**src/rtl/sprite_ram_writer.sv**
```systemverilog
// Bus-side loader for the 2bpp sprite RAMs: unpacks 32-bit bus words into pixel writes.
// Optional whole-RAM fill command is enabled by defining SPRITE_WR_FILL_EN.
module sprite_ram_writer #(
  parameter int ADDR_WIDTH = 10,
  parameter int DATA_WIDTH = 2
) (
  input  logic                  clk,
  input  logic                  reset_n,
  input  logic                  cs,
  input  logic                  write,
  input  logic [1:0]            reg_addr,
  input  logic [31:0]           wr_data,
  output logic [31:0]           rd_data,
  output logic                  ram_we,
  output logic [ADDR_WIDTH-1:0] ram_addr_w,
  output logic [DATA_WIDTH-1:0] ram_din,
  output logic                  busy
);

  localparam int PIX_PER_WORD = 32 / DATA_WIDTH;
  localparam int IDX_W        = (PIX_PER_WORD > 1) ? $clog2(PIX_PER_WORD) : 1;

  localparam logic [1:0] REG_PTR  = 2'd0;
  localparam logic [1:0] REG_DATA = 2'd1;
  localparam logic [1:0] REG_FILL = 2'd2;
  localparam logic [1:0] REG_CLR  = 2'd3;

  localparam logic [1:0] ST_IDLE   = 2'd0;
  localparam logic [1:0] ST_UNPACK = 2'd1;
`ifdef SPRITE_WR_FILL_EN
  localparam logic [1:0] ST_FILL   = 2'd2;
`endif

  localparam logic [ADDR_WIDTH-1:0] ADDR_ONE = ADDR_WIDTH'(1);
  localparam logic [IDX_W-1:0]      IDX_ONE  = IDX_W'(1);
  localparam logic [IDX_W-1:0]      IDX_LAST = IDX_W'(PIX_PER_WORD - 1);

  logic [1:0]            r_state;
  logic [ADDR_WIDTH-1:0] r_ptr;
  logic [31:0]           r_word;
  logic [IDX_W-1:0]      r_idx;
  logic                  r_last;
  logic                  r_ovf;
  logic                  r_we;
  logic [ADDR_WIDTH-1:0] r_addr;
  logic [DATA_WIDTH-1:0] r_din;
`ifdef SPRITE_WR_FILL_EN
  logic [ADDR_WIDTH-1:0] r_faddr;
  logic [DATA_WIDTH-1:0] r_fill_val;
`endif

  logic                  w_wr;
  logic                  w_busy;
  logic                  w_drop;
  logic                  w_clr;
  logic [DATA_WIDTH-1:0] w_pix;

  assign w_wr   = cs && write;
  assign w_busy = (r_state != ST_IDLE);
  assign w_clr  = w_wr && (reg_addr == REG_CLR);
  assign w_pix  = r_word[DATA_WIDTH*r_idx +: DATA_WIDTH];

  // Without the fill feature, reg 2 is a dead register and never flags an overflow.
`ifdef SPRITE_WR_FILL_EN
  assign w_drop = w_wr && w_busy && (reg_addr != REG_CLR);
`else
  assign w_drop = w_wr && w_busy && ((reg_addr == REG_PTR) || (reg_addr == REG_DATA));
`endif

  // NOTE: every register, datapath included, sits on the async reset so an abort
  // leaves no stale word or address behind; state updates use <= so all registers
  // sample the same pre-edge values.
  always_ff @(posedge clk or negedge reset_n) begin
    if (!reset_n) begin
      r_state <= ST_IDLE;
      r_ptr   <= '0;
      r_word  <= '0;
      r_idx   <= '0;
      r_last  <= 1'b0;
      r_ovf   <= 1'b0;
      r_we    <= 1'b0;
      r_addr  <= '0;
      r_din   <= '0;
`ifdef SPRITE_WR_FILL_EN
      r_faddr    <= '0;
      r_fill_val <= '0;
`endif
    end else begin
      r_we <= 1'b0;

      if (w_drop) begin
        r_ovf <= 1'b1;
      end else if (w_clr) begin
        r_ovf <= 1'b0;
      end

      case (r_state)
        ST_IDLE: begin
          if (w_wr && (reg_addr == REG_PTR)) begin
            r_ptr <= wr_data[ADDR_WIDTH-1:0];
          end else if (w_wr && (reg_addr == REG_DATA)) begin
            // Pixel 0 goes out on the accepting edge so the first ram_we has no bubble.
            r_word  <= wr_data;
            r_we    <= 1'b1;
            r_addr  <= r_ptr;
            r_din   <= wr_data[DATA_WIDTH-1:0];
            r_ptr   <= r_ptr + ADDR_ONE;
            r_idx   <= IDX_ONE;
            r_last  <= (PIX_PER_WORD == 1);
            r_state <= ST_UNPACK;
          end
`ifdef SPRITE_WR_FILL_EN
          else if (w_wr && (reg_addr == REG_FILL)) begin
            r_fill_val <= wr_data[DATA_WIDTH-1:0];
            r_we       <= 1'b1;
            r_addr     <= '0;
            r_din      <= wr_data[DATA_WIDTH-1:0];
            r_faddr    <= ADDR_ONE;
            r_last     <= 1'b0;
            r_state    <= ST_FILL;
          end
`endif
        end

        ST_UNPACK: begin
          if (r_last) begin
            r_last  <= 1'b0;
            r_idx   <= '0;
            r_state <= ST_IDLE;
          end else begin
            r_we   <= 1'b1;
            r_addr <= r_ptr;
            r_din  <= w_pix;
            r_ptr  <= r_ptr + ADDR_ONE;
            r_idx  <= r_idx + IDX_ONE;
            r_last <= (r_idx == IDX_LAST);
          end
        end

`ifdef SPRITE_WR_FILL_EN
        ST_FILL: begin
          if (r_last) begin
            r_last  <= 1'b0;
            r_faddr <= '0;
            r_state <= ST_IDLE;
          end else begin
            r_we    <= 1'b1;
            r_addr  <= r_faddr;
            r_din   <= r_fill_val;
            r_faddr <= r_faddr + ADDR_ONE;
            r_last  <= (r_faddr == {ADDR_WIDTH{1'b1}});
          end
        end
`endif

        default: begin
          r_last  <= 1'b0;
          r_state <= ST_IDLE;
        end
      endcase
    end
  end

  // NOTE: rd_data is given a default before the case so no latch is inferred.
  always_comb begin
    rd_data = '0;
    case (reg_addr)
      REG_PTR:  rd_data[ADDR_WIDTH-1:0] = r_ptr;
      REG_DATA: rd_data[1:0]            = {r_ovf, w_busy};
      default:  rd_data                 = '0;
    endcase
  end

  assign ram_we     = r_we;
  assign ram_addr_w = r_addr;
  assign ram_din    = r_din;
  assign busy       = w_busy;

endmodule
```
**config.mk**
```make
export PLATFORM = sky130hd
export DESIGN_NAME = sprite_ram_writer
export DESIGN_NICKNAME = d
export VERILOG_FILES = /design/src/rtl/sprite_ram_writer.sv
export SDC_FILE = /design/constraint.sdc
export NUM_CORES = 1
export LEC_CHECK = 0
export CAP_MARGIN = 0
export CORE_UTILIZATION = 50
export CTS_BUF_LIST = sky130_fd_sc_hd__clkbuf_8
export DETAILED_ROUTE_END_ITERATION = 7
export MAX_ROUTING_LAYER = met4
export PLACE_DENSITY = 0.88
export SYNTH_ARGS = -nofsm -noshare
export SYNTH_HDL_FRONTEND = slang
export SYNTH_SLANG_ARGS = --single-unit
export TNS_END_PERCENT = 30
```
**constraint.sdc**
```tcl
create_clock -name clk -period 1.82 [get_ports clk]
set_clock_uncertainty 0.05 [all_clocks]
set_input_delay 0.273 -clock clk [delete_from_list [all_inputs] [get_ports clk]]
set_output_delay 0.273 -clock clk [all_outputs]
set_load 0.01 [all_outputs]
```
==> run summary, run 1 <==
=========================================================================================
Die Span X .................................................................      81.2 µm
Antenna viol nets, final ...................................................            0
Compound-Gate Fraction of Synth Area .......................................        7.89%
Startpoint types ...........................................................    flip-flop
Clock Pin Slew Worst Setup and Hold Paths ..................................      0.06 ns
Vias per inst ..............................................................         5.31
Peak supply drop ...........................................................   0.000925 V
Clock Path Buffers .........................................................            2
Final critical delay including setup and external delays ...................      1.79 ns
Area Growth Syn to Fin .....................................................        29.5%
Peak fanout along the critical path ........................................            8
Total via count after detailed routing .....................................         2377
Number of hold-slack violations in the final timing report .................            0
Met2 usage .................................................................        37.6%
Final antenna diode count ..................................................            0
Port-buffer cells ..........................................................           61
Pins over their slew limit .................................................            0
DRT Pass-1 Iters ...........................................................            4
Max_cap viols ..............................................................            0
FF+latch count, synth ......................................................           62
Number of warnings issued by yosys .........................................            0
Period utilisation layout ..................................................        98.2%
Simple logic cell fraction of the synthesized area .........................        14.4%
EDFF count, synth ..........................................................            0
Hold slack .................................................................     0.384 ns
Final HPWL from detailed placement .........................................      4.83 mm
Insertion delay to the later sink of the worst-skew pair ...................      0.34 ns
Worst min path class ....................................................... input port to async pin
Worst Setup Path Type ...................................................... flip-flop to primary output
Initial core utilization ...................................................        52.4%
Post-synthesis cell type count .............................................           42
Area share of fa/ha/maj cells after synthesis ..............................       0.797%
Endpoint arrival time on the critical path .................................      1.46 ns
Dominant combinational cell family by area after synthesis ................. multiplexers
FMAX .......................................................................    0.560 GHz
Number of global-route vias before repair ..................................         2271
CTS H-tree depth ...........................................................            3
Final setup vio count ......................................................            0
Pin slew with the least headroom to its limit ..............................     0.509 ns
Mean instance size in the synthesized netlist ..............................     10.9 µm²
Required @ worst endpoint ..................................................      1.50 ns
Portion of netlist area occupied by mux cells ..............................        17.2%
Power density over the cells ...............................................  1540 nW/µm²
Final estimated routing congestion in global placement .....................        0.871
Global-route usage over all layers .........................................        23.4%
Number of instances in the synthesized netlist .............................          289
Post-synthesis sequential area ratio .......................................        49.4%
Net count reported at finish ...............................................          410
Prevailing post-synth register cell ........................................      dfrtp_1
Clock tree from TritonCTS ..................................................        built
Total number of clock tree sinks ...........................................           62
Antenna violations before repair ...........................................            0
Met1 Use GR ................................................................        28.1%
Global route total overflow ................................................            0
Sort of element at the end of the critical path ............................ primary output
Global-route wire length before repair .....................................      10.9 mm
Largest net degree at the start of global routing ..........................           33
WL per Instance ............................................................      14.9 µm
Number of rows created at floorplan ........................................           28
DRC ........................................................................            0
Most Used Layer, Global Route ..............................................         met2
Total standard cell area after synthesis ...................................     3140 µm²
Boundary pin count .........................................................           84
GRT met3 Usage .............................................................        6.18%
Worst rel slew slack .......................................................        66.1%
Proportion of register bits with asynchronous set or reset after synthesis .         100%
Proportion of layout cells with a drive suffix above 1 .....................        20.6%
Die span in y ..............................................................      81.2 µm
Accumulated negative setup slack ...........................................         0 ns
Area of the core ...........................................................     5990 µm²
Run status ................................................................. complete, no violations
Wire length after detailed routing .........................................      6.67 mm
Number of DRC markers after the initial detailed-route iteration ...........          197
Overall die area ...........................................................     6600 µm²
Leakage power summed over all cells ........................................      1.81 nW
Number of clock buffers inserted by TritonCTS ..............................            9
Buffer type at the clock tree root .........................................     clkbuf_8
Post-Synth XOR/XNOR Area ...................................................        1.67%
=========================================================================================
-- flip-flops by register name, summed over array words and instances (netlist names) --
name and count:
r_ptr 10, ram_din 2, r_word 32, ram_addr_w 10
r_state 1, r_ovf 1, r_idx 4, ram_we 1
r_last 1
-- stage by stage --
stage / instance area [µm²] / utilization, % / total power, mW / cells / setup slack, ns
6_report: 4060 / 67.8 / 6.27 / 448 / 0.0332
3_3_place_gp: 3840 / 64.1 / 4.99 / 429 / -0.206
5_1_grt: 4060 / 67.8 / 6.70 / 448 / -0.00967
2_1_floorplan: 3220 / - / 4.14 / 310 / 0.270
3_5_place_dp: 3840 / 64.1 / 5.12 / 429 / -0.265
4_1_cts: 4040 / 67.4 / 6.23 / 445 / 0.0233
-- critical path: stages (launching register included) --
cell and delay, ns:
dfrtp_2 0.44, and2_1 0.15, clkdlybuf4s50_1 0.53
-- layout make-up --
cell class / instances / area, µm²
well taps: 75 / 93.8
multi-input cells: 211 / 1410
clock inverters: 2 / 8.76
clock buffers: 12 / 165
repair buffers: 82 / 810
flip-flops and latches: 62 / 1560
fillers: 421 / 1930
inverters: 4 / 17.5
-- metal layers --
layer,vias to the layer above,part of all wire [%],routed length (µm)
met5,-,0,0
met2,95,49,3290
met4,0,1.6,108
met1,1154,44,2910
li1,1116,-,-
met3,12,5.3,355
-- cell families (layout without fill, tap and decap cells) --
family	count (synthesis)	count (layout)
and+or+nand+nor	94	94
buffers and inverters	37	100
adders and majority gates	2	2
DFF	62	62
muxes	50	50
AOI/OAI and AO/OA	37	37
xor gates and xnor gates	6	6
other	1	22
-- cell usage in the layout, fill, tap and decap left out, types with 3 or more instances in the layout --
cell type,synthesis,routed
a221oi_1,4,4
a21oi_1,3,3
o21ai_1,9,9
and2_1,8,8
xor2_1,3,3
clkdlybuf4s50_1,0,55
dlygate4sd2_1,0,5
nor2_1,15,14
dfrtp_1,62,55
nand3_1,4,4
mux2_2,25,25
mux2i_1,18,18
xnor2_1,3,3
o21ai_0,8,8
nand2_1,47,47
conb_1,1,22
buf_4,28,16
dfrtp_2,0,7
a22o_1,5,5
nand4_1,4,4
mux2_1,7,7
clkbuf_8,0,12
buf_12,0,4
-- repair_timing --
| action | CTS | global route |
|---|---|---|
| pin swaps | 1 | 1 |
| hold buffers | 1 | 0 |
| setup buffers | 1 | 3 |
| endpoints found under the setup margin | 10 | 6 |
| resized for setup | 10 | 3 |
| hold endpoints to repair | 20 | 0 |
-- synthesized netlist by cell type (2+ instances only) --
| cell type | instances | area [µm²] |
|---|---|---|
| a21oi_1 | 3 | 15.0 |
| a221oi_1 | 4 | 35.0 |
| a22o_1 | 5 | 43.8 |
| and2_1 | 8 | 50.1 |
| and3_1 | 2 | 12.5 |
| buf_2 | 3 | 15.0 |
| buf_4 | 28 | 210 |
| buf_6 | 2 | 22.5 |
| dfrtp_1 | 62 | 1550 |
| ha_1 | 2 | 25.0 |
| inv_2 | 2 | 7.51 |
| mux2_1 | 7 | 78.8 |
| mux2_2 | 25 | 282 |
| mux2i_1 | 18 | 180 |
| nand2_1 | 47 | 176 |
| nand2b_1 | 2 | 12.5 |
| nand3_1 | 4 | 20.0 |
| nand4_1 | 4 | 25.0 |
| nor2_1 | 15 | 56.3 |
| nor2_2 | 2 | 12.5 |
| nor2b_1 | 2 | 12.5 |
| nor3_2 | 2 | 20.0 |
| o21ai_0 | 8 | 40.0 |
| o21ai_1 | 9 | 45.0 |
| o22ai_1 | 2 | 12.5 |
| xnor2_1 | 3 | 26.3 |
| xor2_1 | 3 | 26.3 |
-- worst paths after layout --
kind / cells after the start / from / to / slack (ns)
setup reg to reg: 6 / r_state[0]$_DFFE_PN0P_ / r_ptr[3]$_DFFE_PN0P_ / 0.27
hold reg to reg: 2 / ram_addr_w[0]$_DFFE_PN0P_ / ram_addr_w[0]$_DFFE_PN0P_ / 0.42
setup / recovery: 2 / r_ptr[3]$_DFFE_PN0P_ / rd_data[3] / 0.03
min in group clk: 2 / ram_addr_w[0]$_DFFE_PN0P_ / ram_addr_w[0]$_DFFE_PN0P_ / 0.42
max in group asynchronous: 3 / reset_n / r_word[17]$_DFFE_PN0P_ / 0.75
hold / removal: 2 / reset_n / ram_addr_w[6]$_DFFE_PN0P_ / 0.38
-- power by group --
part	total (mW)	switching (mW)	internal, mW	leakage [nW]
sequential	2.53	0.482	2.05	0.741
combinational	2.66	1.23	1.44	0.977
clock	1.08	0.492	0.583	0.0955
total	6.27	2.20	4.07	1.81
No activity file was read; power rests on OpenSTA's default activity.
==> run 2, diff against run 1 <==
Settings changed: ABC_CLOCK_PERIOD_IN_PS set to 1820, CORE_UTILIZATION 50 to 34, PLACE_DENSITY 0.88 to 0.71.
==> run summary, run 2 (synthesized netlist as in run 1, its figures left out) <==
====================================================================================
Worst Setup Path Type ................................................. input port to primary output
Max reg flops .........................................................           32   unchanged
Insertion delay to the later sink of the worst-skew pair ..............      0.34 ns   about the same
Capture instance of the worst register-to-register path ............... ram_din[1]$_DFFE_PN0P_
Total via count after detailed routing ................................         2349   -1.2%
Number of rows created at floorplan ...................................           34   +21%
Global route total overflow ...........................................            0   unchanged
Port-buffer cells .....................................................           61   unchanged
Sort of element at the end of the critical path ....................... primary output
Design area ...........................................................     4140 µm²   +1.8%
Number of buffer and inverter instances along the worst setup path ....            2   +1
Path depth of the worst reg2reg path ..................................            6   unchanged
Vias per inst .........................................................         4.83   -8.9%
Final critical delay including setup and external delays ..............      1.79 ns   +0.00301 ns
Register with the most flip-flops .....................................       r_word
Dominant delay contributor by cell family on the critical path ........ buffers and inverters
DRT Pass-1 Iters ......................................................            6   +2
Required @ worst endpoint .............................................      1.50 ns   about the same
Clock Pin Slew Worst Setup and Hold Paths .............................      0.07 ns   about the same
Clock Path Buffers ....................................................            2   unchanged
Final antenna diode count .............................................            0   unchanged
Net count reported at finish ..........................................          414   +0.98%
Post-placement cell area ..............................................     3930 µm²   +2.2%
Buffer type at the clock tree root ....................................     clkbuf_8
Startpoint of the worst-slack reg-to-reg timing path .................. r_idx[1]$_DFFE_PN0P_
Power density over the cells ..........................................  1510 nW/µm²   -2.2%
Worst setup path endpoint .............................................   rd_data[3]
Worst min path class .................................................. input port to flip-flop
Setup crit start ......................................................  reg_addr[1]
Number of clock buffers inserted by TritonCTS .........................            9   unchanged
Final standard cell count with taps included and fillers excluded .....          486   +8.5%
Run status ............................................................ finished with violations
Wire length after detailed routing ....................................      6.53 mm   -2.1%
Initial core utilization ..............................................        35.5%   -17 points
Area Growth Syn to Fin ................................................        31.8%
Multi-input gate area in the final layout .............................     1410 µm²   unchanged
Unrepaired setup endpoints after global routing .......................          yes
Clock tree from TritonCTS .............................................        built
Delay of the slowest critical-path stage ..............................      0.54 ns   about the same
Pins over their slew limit ............................................            0   unchanged
Antenna viol nets, final ..............................................            0   unchanged
Peak fanout along the critical path ...................................            8   unchanged
Final setup vio count .................................................            0   unchanged
Global-route wire length before repair ................................      10.9 mm   +0.13%
Overall die area ......................................................     9620 µm²   +46%
Flop-to-flop setup slack ..............................................      0.20 ns   -0.07 ns
CTS H-tree depth ......................................................            3   unchanged
Crit path max-delay cell type ......................................... clkdlybuf4s50_1
WL per Instance .......................................................      13.4 µm   -9.8%
Boundary pin count ....................................................           84   unchanged
Final estimated routing congestion in global placement ................        0.860   -1.3%
Number of global-route vias before repair .............................         2255   -0.70%
Most common cell after layout, fill and taps aside ....................      dfrtp_1
Global-route usage over all layers ....................................        14.8%   -8.6 points
Peak supply drop ......................................................   0.000577 V   -38%
Die span in y .........................................................      98.1 µm   +21%
Total number of clock tree sinks ......................................           62   unchanged
Max_cap viols .........................................................            0   unchanged
Violated checks .......................................................          DRC
DRC ...................................................................           11   +11
Largest net degree at the start of global routing .....................           63   +91%
Area of the core ......................................................     8850 µm²   +48%
Number of filler cells placed in the layout ...........................          853   +100%
Die Span X ............................................................      98.1 µm   +21%
Sequential cell area ..................................................     1560 µm²   -0.16%
Period utilisation layout .............................................        98.3%   +0.17 points
Accumulated negative setup slack ......................................         0 ns   unchanged
Endpoint arrival time on the critical path ............................      1.47 ns   about the same
Cell-by-cell listing of the critical path ............................. dlygate4sd2_1 > nor2_4 > and2_1 > clkdlybuf4s50_1
Worst hold path depth .................................................            2
Proportion of layout cells with a drive suffix above 1 ................        21.4%   +0.79 points
Number of DRC markers after the initial detailed-route iteration ......          116   -41%
Number of hold-slack violations in the final timing report ............            0   unchanged
Leakage power summed over all cells ...................................      1.86 nW   +2.7%
Final HPWL from detailed placement ....................................      4.75 mm   -1.6%
Antenna violations before repair ......................................            0   unchanged
Post-Place Cells ......................................................          468   +9.1%
Depth of the critical timing path with buffers and inverters included .            4   +2
Startpoint types ......................................................   input port
FMAX ..................................................................    0.559 GHz   -0.17%
Top library cells by usage in the layout, fill and taps aside ......... 57 x dfrtp_1, 53 x clkdlybuf4s50_1, 47 x nand2_1
====================================================================================
==> run 2: cell count changes in the layout (fill, tap and decap cells not counted) <==
cell	before	now
clkinvlp_4	0	1
dfrtp_1	55	57
inv_1	2	1
clkinv_2	1	3
buf_4	16	20
dlymetal6s2s_1	0	2
clkbuf_8	12	11
clkdlybuf4s50_1	55	53
dfrtp_2	7	5
==> run 2: worst register-to-register path: stages, from the launching register on <==
cell,delay (ns)
dfrtp_1,0.39
buf_12,0.17
mux2i_1,0.14
a22o_1,0.23
a221oi_1,0.24
o22ai_1,0.18
o21ai_1,0.15
==> run 2: metal layers <==
layer	vias to the layer above	track usage, %	wire length [µm]
li1	1129	-	-
met1	1115	18.6	3090
met2	90	23.1	3010
met3	15	3.44	322
met4	0	5.94	105
met5	-	-	0
==> run 2: cell type report <==
type | count | area share (%)
Inverter | 4 | 0.423
Sequential cell | 62 | 37.6
Clock buffer | 11 | 3.66
Clock inverter | 4 | 0.544
Multi-Input combinational cell | 211 | 34.0
Tap cell | 108 | 3.27
Timing Repair Buffer | 86 | 20.4
==> run 2: timing repair <==
action,CTS,global route
hold buffers,1,0
cloned,0,0
buffers inserted,1,1
hold endpoints to repair,62,0
gates resized for setup,9,4
pin swaps,1,1
setup endpoints to repair,10,7
==> run 2: metrics by stage <==
step                      setup WS [ns]  util, %  hold slack [ns]  power, mW
after floorplan                   0.270        -          -0.0726       4.14
after global placement           -0.244     44.4            0.256       5.10
after detailed placement         -0.281     44.4            0.258       5.20
after CTS                        0.0249     46.6            0.351       6.29
after global routing           -0.00704     46.8            0.368       6.68
final                            0.0302     46.8            0.358       6.24
==> run 2: worst min-delay path by stage <==
| stage | from | to |
|---|---|---|
| 6_report | reg_addr[1] | r_ovf$_DFFE_PN0P_ |
| 5_1_grt | reg_addr[1] | r_ovf$_DFFE_PN0P_ |
| 4_1_cts | reg_addr[1] | r_ovf$_DFFE_PN0P_ |
| 3_5_place_dp | reset_n | ram_addr_w[6]$_DFFE_PN0P_ |
| 3_3_place_gp | reset_n | ram_addr_w[5]$_DFFE_PN0P_ |
| 2_1_floorplan | reset_n | r_idx[0]$_DFFE_PN0P_ |
==> run 2: where the power goes <==
part | switching [mW] | internal, mW
combinational | 1.21 | 1.46
sequential | 0.461 | 2.04
clock | 0.516 | 0.553
total | 2.18 | 4.05
==> run 3, diff against run 2 <==
Settings changed: DONT_BUFFER_PORTS set to 1, PLACE_DENSITY 0.71 to 0.59, SETUP_SLACK_MARGIN set to 0.15.
==> run summary, run 3 (synthesized netlist as in run 1, its figures left out) <==
=================================================================================
Delay of the slowest critical-path stage ...........................      0.40 ns   -0.14 ns
Worst min path class ............................................... input port to async pin
Peak supply drop ...................................................   0.000680 V   +18%
Worst Setup Path Type .............................................. flip-flop to flip-flop
Flop-to-flop setup slack ...........................................      0.24 ns   +0.04 ns
Final antenna diode count ..........................................            0   unchanged
Area Growth Syn to Fin .............................................        9.29%
Global route total overflow ........................................            0   unchanged
Final HPWL from detailed placement .................................      4.56 mm   -3.9%
Number of hold-slack violations in the final timing report .........           62   +62
Global-route wire length before repair .............................      10.3 mm   -5.6%
Violated checks .................................................... DRC, hold timing
Antenna violations before repair ...................................            0   unchanged
Wire length after detailed routing .................................      6.22 mm   -4.7%
Number of rows created at floorplan ................................           34   unchanged
FMAX ...............................................................    0.634 GHz   +13%
Capture instance of the worst register-to-register path ............ ram_din[1]$_DFFE_PN0P_
Total via count after detailed routing .............................         2031   -14%
Total number of clock tree sinks ...................................           62   unchanged
Dominant delay contributor by cell family on the critical path ..... compound AO/OA/AOI/OAI gates
Hold slack .........................................................    -0.427 ns   -0.785 ns
Count of cells resized by post-cts repair ..........................            0   -9
Die Span X .........................................................      98.1 µm   unchanged
Insertion delay to the later sink of the worst-skew pair ...........      0.34 ns   about the same
Dominant cell type by count on the critical path ...................      o21ai_1
Clock Pin Slew Worst Setup and Hold Paths ..........................      0.07 ns   about the same
Vias per inst ......................................................         4.91   +1.5%
Pins over their slew limit .........................................            0   unchanged
Sort of element at the end of the critical path ....................    flip-flop
Peak fanout along the critical path ................................           19   +11
Final critical delay including setup and external delays ...........      1.58 ns   -0.213 ns
Boundary pin count .................................................           84   unchanged
Final estimated routing congestion in global placement .............        0.767   -11%
Final standard cell count with taps included and fillers excluded ..          414   -15%
Unrepaired setup endpoints after global routing ....................           no
Setup fix buffers added after clock tree synthesis .................            0   -1
Initial core utilization ...........................................        35.5%   unchanged
Endpoint arrival time on the critical path .........................      1.79 ns   +0.32 ns
Number of clock buffers inserted by TritonCTS ......................            9   unchanged
Overall die area ...................................................     9620 µm²   unchanged
CTS H-tree depth ...................................................            3   unchanged
Startpoint of the worst-slack reg-to-reg timing path ............... r_idx[1]$_DFFE_PN0P_
Port-buffer cells ..................................................            0   -100%
Final setup vio count ..............................................            0   unchanged
Number of DRC markers after the initial detailed-route iteration ...           79   -32%
Crit path max-delay cell type ......................................      dfrtp_1
DRT Pass-1 Iters ...................................................            6   unchanged
Hold-fix buffer count after cts ....................................            3   +2
Clock Path Buffers .................................................            2   unchanged
Number of buffer and inverter instances along the worst setup path .            1   -1
Most common cell after layout, fill and taps aside .................      dfrtp_1
Net count reported at finish .......................................          341   -18%
Largest net degree at the start of global routing ..................           63   unchanged
WL per Instance ....................................................      15.0 µm   +12%
Clock tree from TritonCTS ..........................................        built
Run status ......................................................... finished with violations
Die span in y ......................................................      98.1 µm   unchanged
Antenna viol nets, final ...........................................            0   unchanged
Number of global-route vias before repair ..........................         2018   -11%
Leakage power summed over all cells ................................      1.51 nW   -19%
Buffer type at the clock tree root .................................     clkbuf_8
Cell-by-cell listing of the critical path .......................... buf_12 > mux2i_1 > a22o_1 > a221oi_1 > o21ai_1 > o21ai_1
Path depth of the worst reg2reg path ...............................            6   unchanged
DRC ................................................................           13   +2
Proportion of layout cells with a drive suffix above 1 .............        19.3%   -2.1 points
Number of filler cells placed in the layout ........................          857   +0.47%
Power density over the cells .......................................  1650 nW/µm²   +9.1%
Startpoint types ...................................................    flip-flop
Global-route usage over all layers .................................        14.3%   -0.54 points
Required @ worst endpoint ..........................................      2.04 ns   +0.54 ns
Period utilisation layout ..........................................        86.6%   -12 points
Accumulated negative setup slack ...................................         0 ns   unchanged
Register with the most flip-flops ..................................       r_word
Max reg flops ......................................................           32   unchanged
Post-Place Cells ...................................................          392   -16%
Top library cells by usage in the layout, fill and taps aside ...... 62 x dfrtp_1, 47 x nand2_1, 25 x mux2_2
Area of the core ...................................................     8850 µm²   unchanged
Max_cap viols ......................................................            0   unchanged
=================================================================================
[run 3: per-layer routing]
layer	vias up	share of wire (%)	global-route usage, %	routed length, µm
met5	-	0	-	0
met4	0	0.53	3.50	33
met1	964	46	17.7	2850
met3	4	6.8	5.65	422
li1	986	-	-	-
met2	77	47	21.9	2920
[run 3: power by group]
group / switching (mW) / leakage [nW] / internal [mW]
logic: 0.981 / 0.680 / 0.990
registers: 0.550 / 0.749 / 2.03
clock network: 0.557 / 0.0807 / 0.534
[run 3: area by class of cell]
class | instances | area [µm²] | area share (%)
Sequential cell | 62 | 1550 | 45.2
Multi-Input combinational cell | 211 | 1400 | 40.9
Clock buffer | 10 | 138 | 4.01
Timing Repair Buffer | 13 | 138 | 4.01
Tap cell | 108 | 135 | 3.94
Clock inverter | 6 | 47.5 | 1.39
Inverter | 4 | 17.5 | 0.511
[run 3: worst reg2reg max path, stage by stage, from the launching register on]
cell      delay, ns
dfrtp_1        0.40
buf_12         0.17
mux2i_1        0.13
a22o_1         0.23
a221oi_1       0.29
o21ai_1        0.12
o21ai_1        0.13
[run 3: stage by stage]
stage                     power (mW)  setup slack (ns)  utilization, %  cell area, µm²
after floorplan                 4.14             0.270               -            3220
after global placement          4.54             0.275            36.0            3190
after detailed placement        4.60             0.266            36.0            3190
after CTS                       5.72             0.251            38.4            3400
after global routing            6.10             0.159            38.8            3430
final                           5.65             0.243            38.8            3430
[run 3: how the worst max path moves through the flow]
stage | startpoint | end | depth (start not counted)
final | r_idx[1]$_DFFE_PN0P_ | ram_din[1]$_DFFE_PN0P_ | 6
after global routing | r_idx[1]$_DFFE_PN0P_ | ram_din[1]$_DFFE_PN0P_ | 6
after CTS | r_idx[1]$_DFFE_PN0P_ | ram_din[1]$_DFFE_PN0P_ | 6
after detailed placement | r_idx[1]$_DFFE_PN0P_ | ram_din[1]$_DFFE_PN0P_ | 6
after global placement | r_last$_DFFE_PN0P_ | r_ptr[9]$_DFFE_PN0P_ | 6
after floorplan | r_state[0]$_DFFE_PN0P_ | r_word[10]$_DFFE_PN0P_ | 4
